===== config.mk =====
export PLATFORM = sky130hd
export DESIGN_NAME = cache_repl_policy
export DESIGN_NICKNAME = d
export VERILOG_FILES = /design/src/rtl/cache_repl_pkg.sv /design/src/rtl/repl_lfsr.sv /design/src/rtl/cache_repl_policy.sv
export SDC_FILE = /design/constraint.sdc
export NUM_CORES = 1
export LEC_CHECK = 0
export ABC_AREA = 1
export CAP_MARGIN = 20
export CORE_MARGIN = 2
export CORE_UTILIZATION = 43
export CTS_CLUSTER_DIAMETER = 150
export DETAILED_ROUTE_END_ITERATION = 10
export SLEW_MARGIN = 5
export SYNTH_ARGS = -nofsm -noshare
export SYNTH_HDL_FRONTEND = slang
export SYNTH_SLANG_ARGS = --single-unit
export TNS_END_PERCENT = 1

===== constraint.sdc =====
create_clock -name clk -period 68.3 [get_ports clk]
set_input_delay 13.66 -clock clk [delete_from_list [all_inputs] [get_ports clk]]
set_output_delay 13.66 -clock clk [all_outputs]
set_load 0.01 [all_outputs]

===== src/rtl/cache_repl_pkg.sv =====
// Shared types and tree-PLRU helpers for the cache victim selector.
// Tree functions work on a fixed-width heap; callers size-cast to their own tree width.
package cache_repl_pkg;

  typedef enum logic [1:0] {
    REPL_PLRU = 2'b00,
    REPL_RAND = 2'b01,
    REPL_RR   = 2'b10,
    REPL_RSVD = 2'b11
  } repl_policy_t;

  localparam int unsigned PLRU_MAXWAYS = 64;
  localparam int unsigned PLRU_MAXLG   = 6;

  typedef logic [PLRU_MAXWAYS-2:0] plru_tree_t;

  // Walk from the root following each node's pointer; the leaf reached is the victim.
  function automatic int unsigned plru_victim(input plru_tree_t tree, input int unsigned lg);
    int unsigned node;
    logic [PLRU_MAXLG-1:0] idx;
    node = 1;
    for (int unsigned i = 0; i < PLRU_MAXLG; i++) begin
      if (i < lg) begin
        idx  = PLRU_MAXLG'(node - 1);
        node = (node << 1) + {31'b0, tree[idx]};
      end
    end
    return node - (32'd1 << lg);
  endfunction

  // Point every node on the accessed way's path at the opposite subtree.
  function automatic plru_tree_t plru_update(input plru_tree_t tree, input int unsigned way,
                                             input int unsigned lg);
    plru_tree_t    t;
    int unsigned   node;
    int unsigned   dir;
    logic [PLRU_MAXLG-1:0] idx;
    t    = tree;
    node = 1;
    for (int unsigned i = 0; i < PLRU_MAXLG; i++) begin
      if (i < lg) begin
        dir    = (way >> (lg - 1 - i)) & 32'd1;
        idx    = PLRU_MAXLG'(node - 1);
        t[idx] = (dir == 0);
        node   = (node << 1) + dir;
      end
    end
    return t;
  endfunction

endpackage


===== src/rtl/repl_lfsr.sv =====
// Galois right-shift LFSR used as the random replacement source.
module repl_lfsr #(
  parameter int unsigned         LFSRLEN  = 16,
  parameter logic [LFSRLEN-1:0]  LFSRTAPS = 16'hB400,
  parameter logic [LFSRLEN-1:0]  LFSRSEED = 16'h0001
) (
  input  logic               clk,
  input  logic               reset,
  input  logic               Advance,
  output logic [LFSRLEN-1:0] Value
);

  always_ff @(posedge clk or posedge reset) begin
    if (reset)
      Value <= LFSRSEED;
    else if (Advance)
      Value <= (Value >> 1) ^ (Value[0] ? LFSRTAPS : '0);
  end

endmodule


===== src/rtl/cache_repl_policy.sv =====
// Per-set victim selector: tree PLRU, LFSR random or round-robin, invalid ways first.
// Per-set state lives in a flop array; the read set is registered into curr with write bypass.
module cache_repl_policy
  import cache_repl_pkg::*;
#(
  parameter int unsigned         NUMWAYS  = 4,
  parameter int unsigned         SETLEN   = 9,
  parameter int unsigned         NUMLINES = 128,
  parameter int unsigned         LFSRLEN  = 16,
  parameter logic [LFSRLEN-1:0]  LFSRTAPS = 16'hB400,
  parameter logic [LFSRLEN-1:0]  LFSRSEED = 16'h0001
) (
  input  logic                       clk,
  input  logic                       reset,
  input  logic                       FlushStage,
  input  logic                       CacheEn,
  input  logic [1:0]                 PolicySel,
  input  logic [NUMWAYS-1:0]         HitWay,
  input  logic [NUMWAYS-1:0]         ValidWay,
  input  logic [SETLEN-1:0]          CacheSetData,
  input  logic [SETLEN-1:0]          CacheSetTag,
  input  logic                       LRUWriteEn,
  input  logic                       SetValid,
  input  logic                       InvalidateCache,
  output logic [NUMWAYS-1:0]         VictimWay,
  output logic [$clog2(NUMWAYS)-1:0] VictimWayEnc
);

  localparam int unsigned LG   = $clog2(NUMWAYS);
  localparam int unsigned IDXW = (NUMLINES > 1) ? $clog2(NUMLINES) : 1;

  if (LFSRLEN < LG || LFSRSEED == '0) begin : g_bad_lfsr
    $error("cache_repl_policy: LFSRLEN must be >= log2(NUMWAYS) and LFSRSEED nonzero");
  end
  if (NUMWAYS < 2 || NUMWAYS > PLRU_MAXWAYS || (1 << LG) != NUMWAYS) begin : g_bad_ways
    $error("cache_repl_policy: NUMWAYS must be a power of 2 in [2, 64]");
  end

  typedef struct packed {
    logic [NUMWAYS-2:0] plru;
    logic [LG-1:0]      rr;
  } set_state_t;

  set_state_t         state [NUMLINES];
  set_state_t         curr;
  set_state_t         next_state;
  logic [IDXW-1:0]    rd_idx;
  logic [IDXW-1:0]    wr_idx;
  logic               upd;
  logic [LFSRLEN-1:0] lfsr_val;
  logic [LG-1:0]      rand_enc;
  logic [LG-1:0]      inv_enc;
  logic               inv_found;
  logic [LG-1:0]      hit_enc;
  logic [LG-1:0]      pol_enc;
  logic [LG-1:0]      victim_enc;
  logic [LG-1:0]      way;

  assign rd_idx   = IDXW'(CacheSetData);
  assign wr_idx   = IDXW'(CacheSetTag);
  assign upd      = LRUWriteEn & ~FlushStage & ~InvalidateCache;
  assign rand_enc = LG'(lfsr_val);

  repl_lfsr #(
    .LFSRLEN  (LFSRLEN),
    .LFSRTAPS (LFSRTAPS),
    .LFSRSEED (LFSRSEED)
  ) u_lfsr (
    .clk     (clk),
    .reset   (reset),
    .Advance (upd & SetValid),
    .Value   (lfsr_val)
  );

  always_comb begin
    inv_found = 1'b0;
    inv_enc   = '0;
    hit_enc   = '0;
    for (int unsigned w = 0; w < NUMWAYS; w++) begin
      if (!ValidWay[w] && !inv_found) begin
        inv_found = 1'b1;
        inv_enc   = LG'(w);
      end
      if (HitWay[w])
        hit_enc = hit_enc | LG'(w);
    end

    case (repl_policy_t'(PolicySel))
      REPL_RAND: pol_enc = rand_enc;
      REPL_RR:   pol_enc = curr.rr;
      default:   pol_enc = LG'(plru_victim(plru_tree_t'(curr.plru), LG));
    endcase

    victim_enc = inv_found ? inv_enc : pol_enc;
    VictimWay  = '0;
    VictimWay[victim_enc] = 1'b1;
    VictimWayEnc = victim_enc;

    way             = SetValid ? victim_enc : hit_enc;
    next_state.plru = (NUMWAYS-1)'(plru_update(plru_tree_t'(curr.plru), 32'(way), LG));
    next_state.rr   = SetValid ? curr.rr + LG'(1) : curr.rr;
  end

  // A write to the set being read on the same edge is forwarded into curr.
  always_ff @(posedge clk or posedge reset) begin
    if (reset) begin
      for (int unsigned i = 0; i < NUMLINES; i++)
        state[i] <= '0;
      curr <= '0;
    end else if (InvalidateCache) begin
      for (int unsigned i = 0; i < NUMLINES; i++)
        state[i] <= '0;
      curr <= '0;
    end else begin
      if (upd)
        state[wr_idx] <= next_state;
      if (CacheEn)
        curr <= (upd && wr_idx == rd_idx) ? next_state : state[rd_idx];
    end
  end

endmodule


Yosys cells after proc, flatten, opt, wreduce, memory -nomap -nowiden --
Cells that the tools add are included.
Word-level totals: flip-flop bits (word level) 661, bits in latches 0, RAM bits 0, memory bits (read-only) 0, bits of input ports 35, output and inout bits 6, word-level logic and storage cells 337, memories 0
Cells by class: add/subtract/negate cells 7, multipliers 0, divide/modulo/power cells 0, $lt $le $gt $ge 8, equality and inequality tests 3, shift operators 0, mux-type cells 35, bitwise logic cells 8, reduce and logical (&&, ||, !) cells 17
Operators by type and width (number):
- $mux W640 | 2
- $bwmux W640 | 1
- $logic_not A32 Y1 | 2
- $bwmux W63 | 1
- $bmux W5 S7 | 1
- $demux W5 S7 | 1
- $mux W5 | 6
- $ge A8 B8 Y1 const B | 2
- $mux W16 | 1
- $mux W2 | 8
- $not A7 Y8 | 2
- $xor A15 B16 Y16 | 1
- $lt A6 B7 Y1 const B | 2
- $mux W1 | 9
- $lt A8 B1 Y1 const B | 1
- $eq A7 B7 Y1 | 1
- $logic_and A1 B1 Y1 | 7
- $add A2 B1 Y3 const A | 2
- $bmux W1 S6 | 1
- $demux W1 S6 | 1
- $ge A6 B1 Y1 const B | 1
- $mux W6 | 1
- $sub A6 B1 Y6 const B | 1
- $logic_not A1 Y1 | 5
- other kinds (14) | 18

Logic depth before layout (Yosys ltp) --
Gate-level depths: netlist of the first run.
word-level depth 22, depth in mapped cells 17, mapped depth without buffers 16

Modules after synthesis --
From an unflattened synthesis of the first run, not the netlist that was laid out.
Unflattened totals: cell total of the unflattened synthesis 4177, area total of the unflattened synthesis 32363.5 µm²
Modules (own cells, without submodules):
- cache_repl_policy | instances 1, cells an instance 4106, area an instance 31687.9 µm², seq. area each 16140.5 µm²
- repl_lfsr | instances 1, cells an instance 71, area an instance 675.6 µm², seq. area each 401.6 µm²

Worst setup path before layout of the first run --
No wires, ideal clock.
path type input-to-output, start input port PolicySel[0], end output port VictimWay[3], data arrival time 14626 ps, required time 54640 ps, setup slack 40014 ps, stages on the path 9, path buffers 0, path through inv_1 ha_1 inv_1 nor2_1 a31oi_1 nand2_1 nand2_2 inv_2 nor2_1
Between the ends: word-level cells in the longest chain between the ends 7, elaborated cells between the ends (all ways) 9, those cells by class order compare (2); eq/ne (2); mux (4); reduce/logical (1)
Ends and longest elaborated chain:
- start, declared | RTL line cache_repl_policy.sv:17 | input logic [1:0] PolicySel,
- $eq A2 B2 Y1 / $eq A2 B1 Y1 (equally long branches) | RTL line cache_repl_policy.sv:88 | case (repl_policy_t'(PolicySel))
- $pmux W2 S2 * | RTL line cache_repl_policy.sv:88
- $mux W2 * | RTL line cache_repl_policy.sv:94 | victim_enc = inv_found ? inv_enc : pol_enc;
- net VictimWayEnc[1] | RTL line cache_repl_policy.sv:26 | output logic [$clog2(NUMWAYS)-1:0] VictimWayEnc
- $lt A2 B3 Y1 (not written as such) / $ge A2 B1 Y1 (equally long branches) | RTL line cache_repl_policy.sv:96 | VictimWay[victim_enc] = 1'b1;
- $logic_and A1 B1 Y1 (not written as such) | RTL line cache_repl_policy.sv:96
- $mux W1 (not written as such) | RTL line cache_repl_policy.sv:96
- $demux W1 S2 * | RTL line cache_repl_policy.sv:96
- end, declared | RTL line cache_repl_policy.sv:25 | output logic [NUMWAYS-1:0] VictimWay,
Mark *: on every way through the listed nets, which the timed path passes. The rest lies on a longest branch.

Final worst setup path of the first run --
start input port PolicySel[0], end output port VictimWay[3]
Between the ends: word-level cells in the longest chain between the ends 7, elaborated cells between the ends (all ways) 9, those cells by class order compare (2); eq/ne (2); mux (4); reduce/logical (1)
Ends and longest elaborated chain (RTL line):
- $eq A2 B2 Y1 / $eq A2 B1 Y1 (equally long branches) | cache_repl_policy.sv:88
- $pmux W2 S2 * | cache_repl_policy.sv:88
- $mux W2 * | cache_repl_policy.sv:94
- $lt A2 B3 Y1 (not written as such) / $ge A2 B1 Y1 (equally long branches) | cache_repl_policy.sv:96
- $logic_and A1 B1 Y1 (not written as such) | cache_repl_policy.sv:96
- $mux W1 (not written as such) | cache_repl_policy.sv:96
- $demux W1 S2 * | cache_repl_policy.sv:96
Mark *: on every way between the ends. The rest lies on a longest branch, timed or not.

==> key figures, run 1 <==
Yosys
  – Synth Area per Inst: 8.079 um2
  – Mux share of post-synthesis cell area: 0
  – Synth Warn #: 0
  – Seq/Total Area, Yosys: 0.5127
  – Post-Synth XOR/XNOR Area: 0.002172
  – Netlist cell types: 32
  – Main area contributors after synthesis: dfrtp_1 51%, nand2_1 13%, nand3_1 11%
  – Complex-gate fraction of the synthesized area: 0.1595
  – Largest area contributor in the netlist: dfrtp_1
  – Synth top area share: 0.5119
  – Syn_nets: 4031
  – Yosys reg bits: 661
  – Largest family of logic cells by synthesized area: simple AND/OR/NAND/NOR gates
  – Syn Inst Count: 3994
  – Synth Area in Simple Gates: 0.2634
  – Mapped Area: 32270 um2
  – Post-synthesis adder-cell area fraction: 0.0007756

Pwr
  – Sw frac: 0.2733
  – Clock power share: 0.455
  – Internal cell power: 648.5 uW
  – Pleak: 0.01504 uW
  – Power Dens Cells: 25.29 nW/um2
  – Sw power: 243.9 uW
  – Register share of total power: 0.445
  – Combinational power share: 0.100
  – Max IR drop VDD: 0.01842 mV
  – Final Power: 892.4 uW

Final layout
  – Ant diodes: 0
  – FF/Latch Area: 16540 um2
  – Fillers: 7463
  – Syn-to-layout area delta: 9.373%
  – Layout Cells excl Fill: 4886
  – Most frequent cells in the layout: 1158 x nand2_1, 707 x nand3_1, 660 x dfrtp_1, 376 x o21ai_0, 157 x o21ai_1
  – Area occupied by multi-input gates: 13820 um2
  – Ratio of cells with drive above 1 in the final layout: 0.08221
  – Final Cell Area: 35290 um2
  – Net count, final: 3896
  – Most common cell after layout, fill and taps aside: nand2_1

Clock tree
  – Clock Latency Late Sink: 620 ps
  – Clk slew on worst S/H paths: 60 ps
  – CTS HTree Levels: 3
  – Hold buffers post-CTS: 0
  – PostCTS Resize Cnt: 0
  – CTS buffer count: 75
  – Root Driver: clkbuf_16
  – Deepest clock path buffer count: 3
  – TritonCTS clock tree: done
  – # Post-CTS Setup Buffers: 0
  – TritonCTS Sinks: 661

Floorplan
  – Total die area: 77250 um2
  – Rows: 100
  – Die height: 277.9 um
  – Initial Util: 0.4341
  – Die Width: 277.9 um
  – Placeable Area: 74320 um2
  – Top Ports: 41

Placement
  – Post-DP HPWL: 58.21 mm
  – Placed Area: 32820 um2
  – Placed Instances: 4750
  – GPL Wtd Cong: 0.8644
  – # port buffers: 35

Critical path
  – CP Capture Type: primary output
  – Worst EP required: 54640 ps
  – Worst setup path class: primary input to primary output
  – R2R Setup Slk: 63680 ps
  – Critical R2R Launch: u_lfsr.Value[1]
  – Worst R2R End: state[433]
  – CP max FO: 4
  – CP startpoint kind: primary input
  – R2R depth: 12
  – Crit path DAT: 15640 ps

Drt
  – Post-route ant nets: 0
  – DR iter-0 viols: 2999
  – DRT Pass-1 Iters: 6
  – Total vias in the final route: 28460
  – Vias per cell: 5.825
  – Routed WL: 104.4 mm
  – Drc violations: 0
  – Routed WL per cell: 21.37 um

STA
  – RSZ-0062 raised after global routing: no
  – Setup violators final: 0
  – Clock Skew: 16.66 ps
  – Final Slew Violations: 0
  – Setup TNS: 0 ps
  – Slew HR: 0.2318
  – Share of the clock period used by the worst path: 0.4289
  – FMAX: 34.13 MHz
  – Hold Violations, Final: 0
  – Final min period: 29300 ps
  – Worst-Margin Slew: 1152 ps

Min path
  – Min-delay src: u_lfsr.Value[5]
  – Hold EP: u_lfsr.Value[5]
  – Min-Delay Path Depth: 2
  – Min-Delay Path Class: register to register

Global route
  – GRT overflow: 0
  – GRT met1 Usage: 0.3798
  – Largest net degree at the start of global routing: 197
  – GR Util met2: 0.4227
  – Gr usage total: 0.2704
  – Initial antenna violation count: 4
  – Met3 capacity usage during global routing: 0.04995
  – Vias in the first global route: 27890
  – First-pass GRT wire length: 164.7 mm
  – GRT Max-Usage Layer: met2

Flow run
  – Max_cap viols: 0

Run status
  – Status: complete, no violations
-- how the worst max path moves through the flow --
stage / to / from
after global routing: VictimWay[3] / PolicySel[0]
after CTS: VictimWay[3] / PolicySel[0]
after global placement: VictimWay[3] / PolicySel[0]
after floorplan: curr[0] / reset
after detailed placement: VictimWay[3] / PolicySel[0]
final: VictimWay[3] / PolicySel[0]
-- Yosys cell counts --
master,n
dfstp_2,1
nor3b_1,1
nor2_2,24
buf_1,31
inv_2,16
o21a_2,1
a32o_1,23
xor2_1,5
dfrtp_1,660
buf_6,12
nor2_1,107
ha_1,2
o211ai_1,18
inv_1,131
nand2_2,4
o21ai_1,158
nand4_1,3
a31oi_1,1
o22ai_1,70
clkbuf_1,90
o22ai_2,15
buf_4,31
xnor2_1,3
clkinv_1,1
nor3_1,1
a21oi_1,127
nand2_1,1158
or2_1,1
buf_2,121
o21ai_2,95
o21ai_0,376
nand3_1,707
-- through the flow --
stage          setup WS, ps    util  hold slack (ps)
6_report              39000  0.4748            468.1
5_1_grt               38860  0.4748            490.9
4_1_cts               38970  0.4745            472.8
3_5_place_dp          38970  0.4417            458.4
3_3_place_gp          38960  0.4417            455.5
2_1_floorplan         36120       -            442.2
-- kinds of logic after synthesis --
logic type,count (synthesis)
AOI/OAI and AO/OA,884
buffers and inverters,433
adders and majority gates,2
and+or+nand+nor,2006
DFF,661
xor gates and xnor gates,8
-- power by group through the flow --
stage          logic (uW)  clock network, uW  registers (uW)
2_1_floorplan        58.1                  0             404
3_3_place_gp         88.1                  0             404
3_5_place_dp         88.1                  0             404
4_1_cts              88.3                411             397
5_1_grt              95.8                428             397
6_report             89.1                406             397
-- per-layer routing --
metal	routed length [um]	share of wire
met1	46050	0.44
met5	50	0.00048
met2	47370	0.45
met3	7551	0.072
met4	3420	0.033
-- critical path, cell delays in order --
cell             delay (ps)
clkdlybuf4s50_1         490
inv_1                    50
ha_1                    280
inv_1                   100
nor2_1                   50
a31oi_1                 140
nand2_1                  80
nand2_2                  90
inv_2                    50
nor2_1                   90
clkdlybuf4s50_1         550
-- registers in the layout, summed over array words and instances, names as in the netlist --
| signal | cells |
|---|---|
| state | 640 |
| u_lfsr.Value | 16 |
| curr | 5 |
-- cell type report --
class                   instances  area share
flip-flops and latches        661      0.4687
multi-input cells            2900      0.3916
inverters                     148     0.01670
clock inverters                22    0.006985
clock buffers                 113     0.06212
well taps                     969     0.03436
repair buffers                 73     0.01954
Power figures use the tool's default switching activity.
==> run 2, diff against run 1 <==
==> constraint.sdc (replaced) <==
create_clock -name clk -period 24.2 [get_ports clk]
set_input_delay 4.84 -clock clk [delete_from_list [all_inputs] [get_ports clk]]
set_output_delay 4.84 -clock clk [all_outputs]
set_load 0.01 [all_outputs]
==> key figures, run 2 (synthesis gave the netlist of run 1 again) <==
Run status
  – Status: complete, no violations (unchanged)

STA
  – Share of the clock period used by the worst path: 0.4827
  – Setup violators final: 0 (unchanged)
  – Slew HR: 0.2225 (was 0.2318)
  – Final Slew Violations: 0 (unchanged)
  – Final WS setup: 12520 ps (was 39000 ps)
  – FMAX: 85.60 MHz
  – Worst-Margin Slew: 1166 ps (was 1152 ps)
  – Hold Violations, Final: 0 (unchanged)
  – RSZ-0062 raised after global routing: no (unchanged)
  – Setup TNS: 0 ps (unchanged)
  – Clock Skew: 21.90 ps (was 16.66 ps)
  – Final min period: 11680 ps

Drt
  – Routed WL: 103.9 mm (was 104.4 mm)
  – DRT Pass-1 Iters: 6 (unchanged)
  – Vias per cell: 5.799 (was 5.825)
  – Drc violations: 0 (unchanged)
  – DR iter-0 viols: 3177 (was 2999)
  – Total vias in the final route: 28340 (was 28460)
  – Routed WL per cell: 21.25 um (was 21.37 um)
  – Post-route ant nets: 0 (unchanged)

Floorplan
  – Die height: 277.9 um (unchanged)
  – Initial Util: 0.4341 (unchanged)
  – Rows: 100 (unchanged)
  – Top Ports: 41 (unchanged)
  – Die Width: 277.9 um (unchanged)
  – Placeable Area: 74320 um2 (unchanged)
  – Total die area: 77250 um2 (unchanged)

Min path
  – Min-Delay Path Depth: 2 (unchanged)
  – Min-delay src: u_lfsr.Value[7] (was u_lfsr.Value[5])
  – Hold EP: u_lfsr.Value[7] (was u_lfsr.Value[5])
  – Min-Delay Path Class: register to register (unchanged)

Global route
  – GRT overflow: 0 (unchanged)
  – Gr usage total: 0.2687 (was 0.2704)
  – Largest net degree at the start of global routing: 191 (was 197)
  – Initial antenna violation count: 5 (was 4)
  – Vias in the first global route: 27420 (was 27890)
  – First-pass GRT wire length: 163.6 mm (was 164.7 mm)

Clock tree
  – TritonCTS clock tree: done (unchanged)
  – Root Driver: clkbuf_16 (unchanged)
  – Clock Latency Late Sink: 630 ps (was 620 ps)
  – CTS HTree Levels: 3 (unchanged)
  – Deepest clock path buffer count: 3 (unchanged)
  – CTS buffer count: 74 (was 75)
  – # Post-CTS Setup Buffers: 0 (unchanged)
  – PostCTS Resize Cnt: 0 (unchanged)
  – Clk slew on worst S/H paths: 60 ps (about the same)
  – TritonCTS Sinks: 661 (unchanged)
  – Hold buffers post-CTS: 0 (unchanged)

Critical path
  – CP Capture Type: primary output (unchanged)
  – CP max FO: 4 (unchanged)
  – Worst setup path class: primary input to primary output (unchanged)
  – Crit path DAT: 6840 ps (was 15640 ps)
  – Critical R2R Launch: u_lfsr.Value[1] (unchanged)
  – R2R Setup Slk: 19060 ps (was 63680 ps)
  – Worst EP required: 19360 ps (was 54640 ps)
  – CP startpoint kind: primary input (unchanged)
  – R2R depth: 14 (was 12)
  – Worst R2R End: state[199] (was state[433])

Final layout
  – Fillers: 7377 (was 7463)
  – Most frequent cells in the layout: 1158 x nand2_1, 707 x nand3_1, 660 x dfrtp_1, 376 x o21ai_0, 157 x o21ai_1 (unchanged)
  – Ratio of cells with drive above 1 in the final layout: 0.08427 (was 0.08221)
  – Final Cell Area: 35290 um2 (unchanged)
  – Final Core Density: 0.4748 (unchanged)
  – Net count, final: 3900 (was 3896)
  – Syn-to-layout area delta: 9.373% (unchanged)
  – Most common cell after layout, fill and taps aside: nand2_1 (unchanged)
  – Biggest regs: state: 640 flops, u_lfsr.Value: 16 flops, curr: 5 flops (unchanged)
  – Layout Cells excl Fill: 4887 (was 4886)
  – Largest Register: state (unchanged)
  – Max reg flops: 640 (unchanged)

Placement
  – Placed Instances: 4754 (was 4750)
  – GPL Wtd Cong: 0.8546 (was 0.8644)
  – Post-DP HPWL: 59.44 mm (was 58.21 mm)
  – # port buffers: 35 (unchanged)
  – Place WS: 12490 ps (was 38970 ps)
  – Placed Area: 32830 um2 (was 32820 um2)

Pwr
  – Power Dens Cells: 71.00 nW/um2 (was 25.29 nW/um2)
  – Max IR drop VDD: 0.05077 mV (was 0.01842 mV)
  – Pleak: 0.01505 uW (was 0.01504 uW)

Flow run
  – Max_cap viols: 0 (unchanged)
[run 2: cell count changes in the layout (fill, tap and decap cells not counted), moves of 2 or more]
| cell | change |
|---|---|
| diode_2 | +2 |
| clkbuf_8 | -2 |
| clkinv_2 | +2 |
| buf_4 | +6 |
| clkbuf_1 | -9 |
| buf_12 | -2 |
| clkinv_4 | +2 |
| clkbuf_16 | -2 |
[run 2: power breakdown]
part           switching, uW  total, uW  internal (uW)
clock                    477       1140            658
sequential              5.30       1120           1110
combinational            204        250           46.1
total                    687       2510           1820
[run 2: area by class of cell]
class	instances	area [um2]	share of cell area
well taps	969	1212	0.03436
flip-flops and latches	661	16540	0.4687
multi-input cells	2900	13820	0.3916
inverters	148	589.3	0.01670
clock inverters	29	320.3	0.009076
diodes	2	5.005	0.0001418
clock buffers	100	2081	0.05896
repair buffers	78	721.9	0.02046
[run 2: worst max path at each step]
stage | start | endpoint | slack [ps] | depth (start not counted)
after floorplan | reset | curr[0] | 840 | 1
after global placement | PolicySel[0] | VictimWay[3] | 12500 | 11
after detailed placement | PolicySel[0] | VictimWay[3] | 12490 | 11
after CTS | PolicySel[0] | VictimWay[3] | 12490 | 11
after global routing | PolicySel[0] | VictimWay[2] | 12300 | 11
final | PolicySel[0] | VictimWay[3] | 12520 | 11
[run 2: stage by stage]
stage               hold slack [ps]  total power [uW]
floorplan                     442.2              1304
global placement              457.0              1388
detailed placement            459.5              1388
CTS                           471.9              2517
global route                  486.9              2583
finish                        469.6              2506
[run 2: layer usage]
metal / vias up / wire (um) / GRT usage
met5: - / 31 / 0
met4: 6 / 3264 / 0.08649
met3: 186 / 7028 / 0.04374
met2: 990 / 47120 / 0.4177
met1: 13920 / 46410 / 0.3844
li1: 13240 / - / -
[run 2: critical path, stage by stage]
cell and delay (ps):
clkdlybuf4s50_1 490, inv_1 50, ha_1 280, inv_1 100
nor2_1 50, a31oi_1 140, nand2_1 80, nand2_2 90
inv_2 60, nor2_1 100, clkdlybuf4s50_1 550
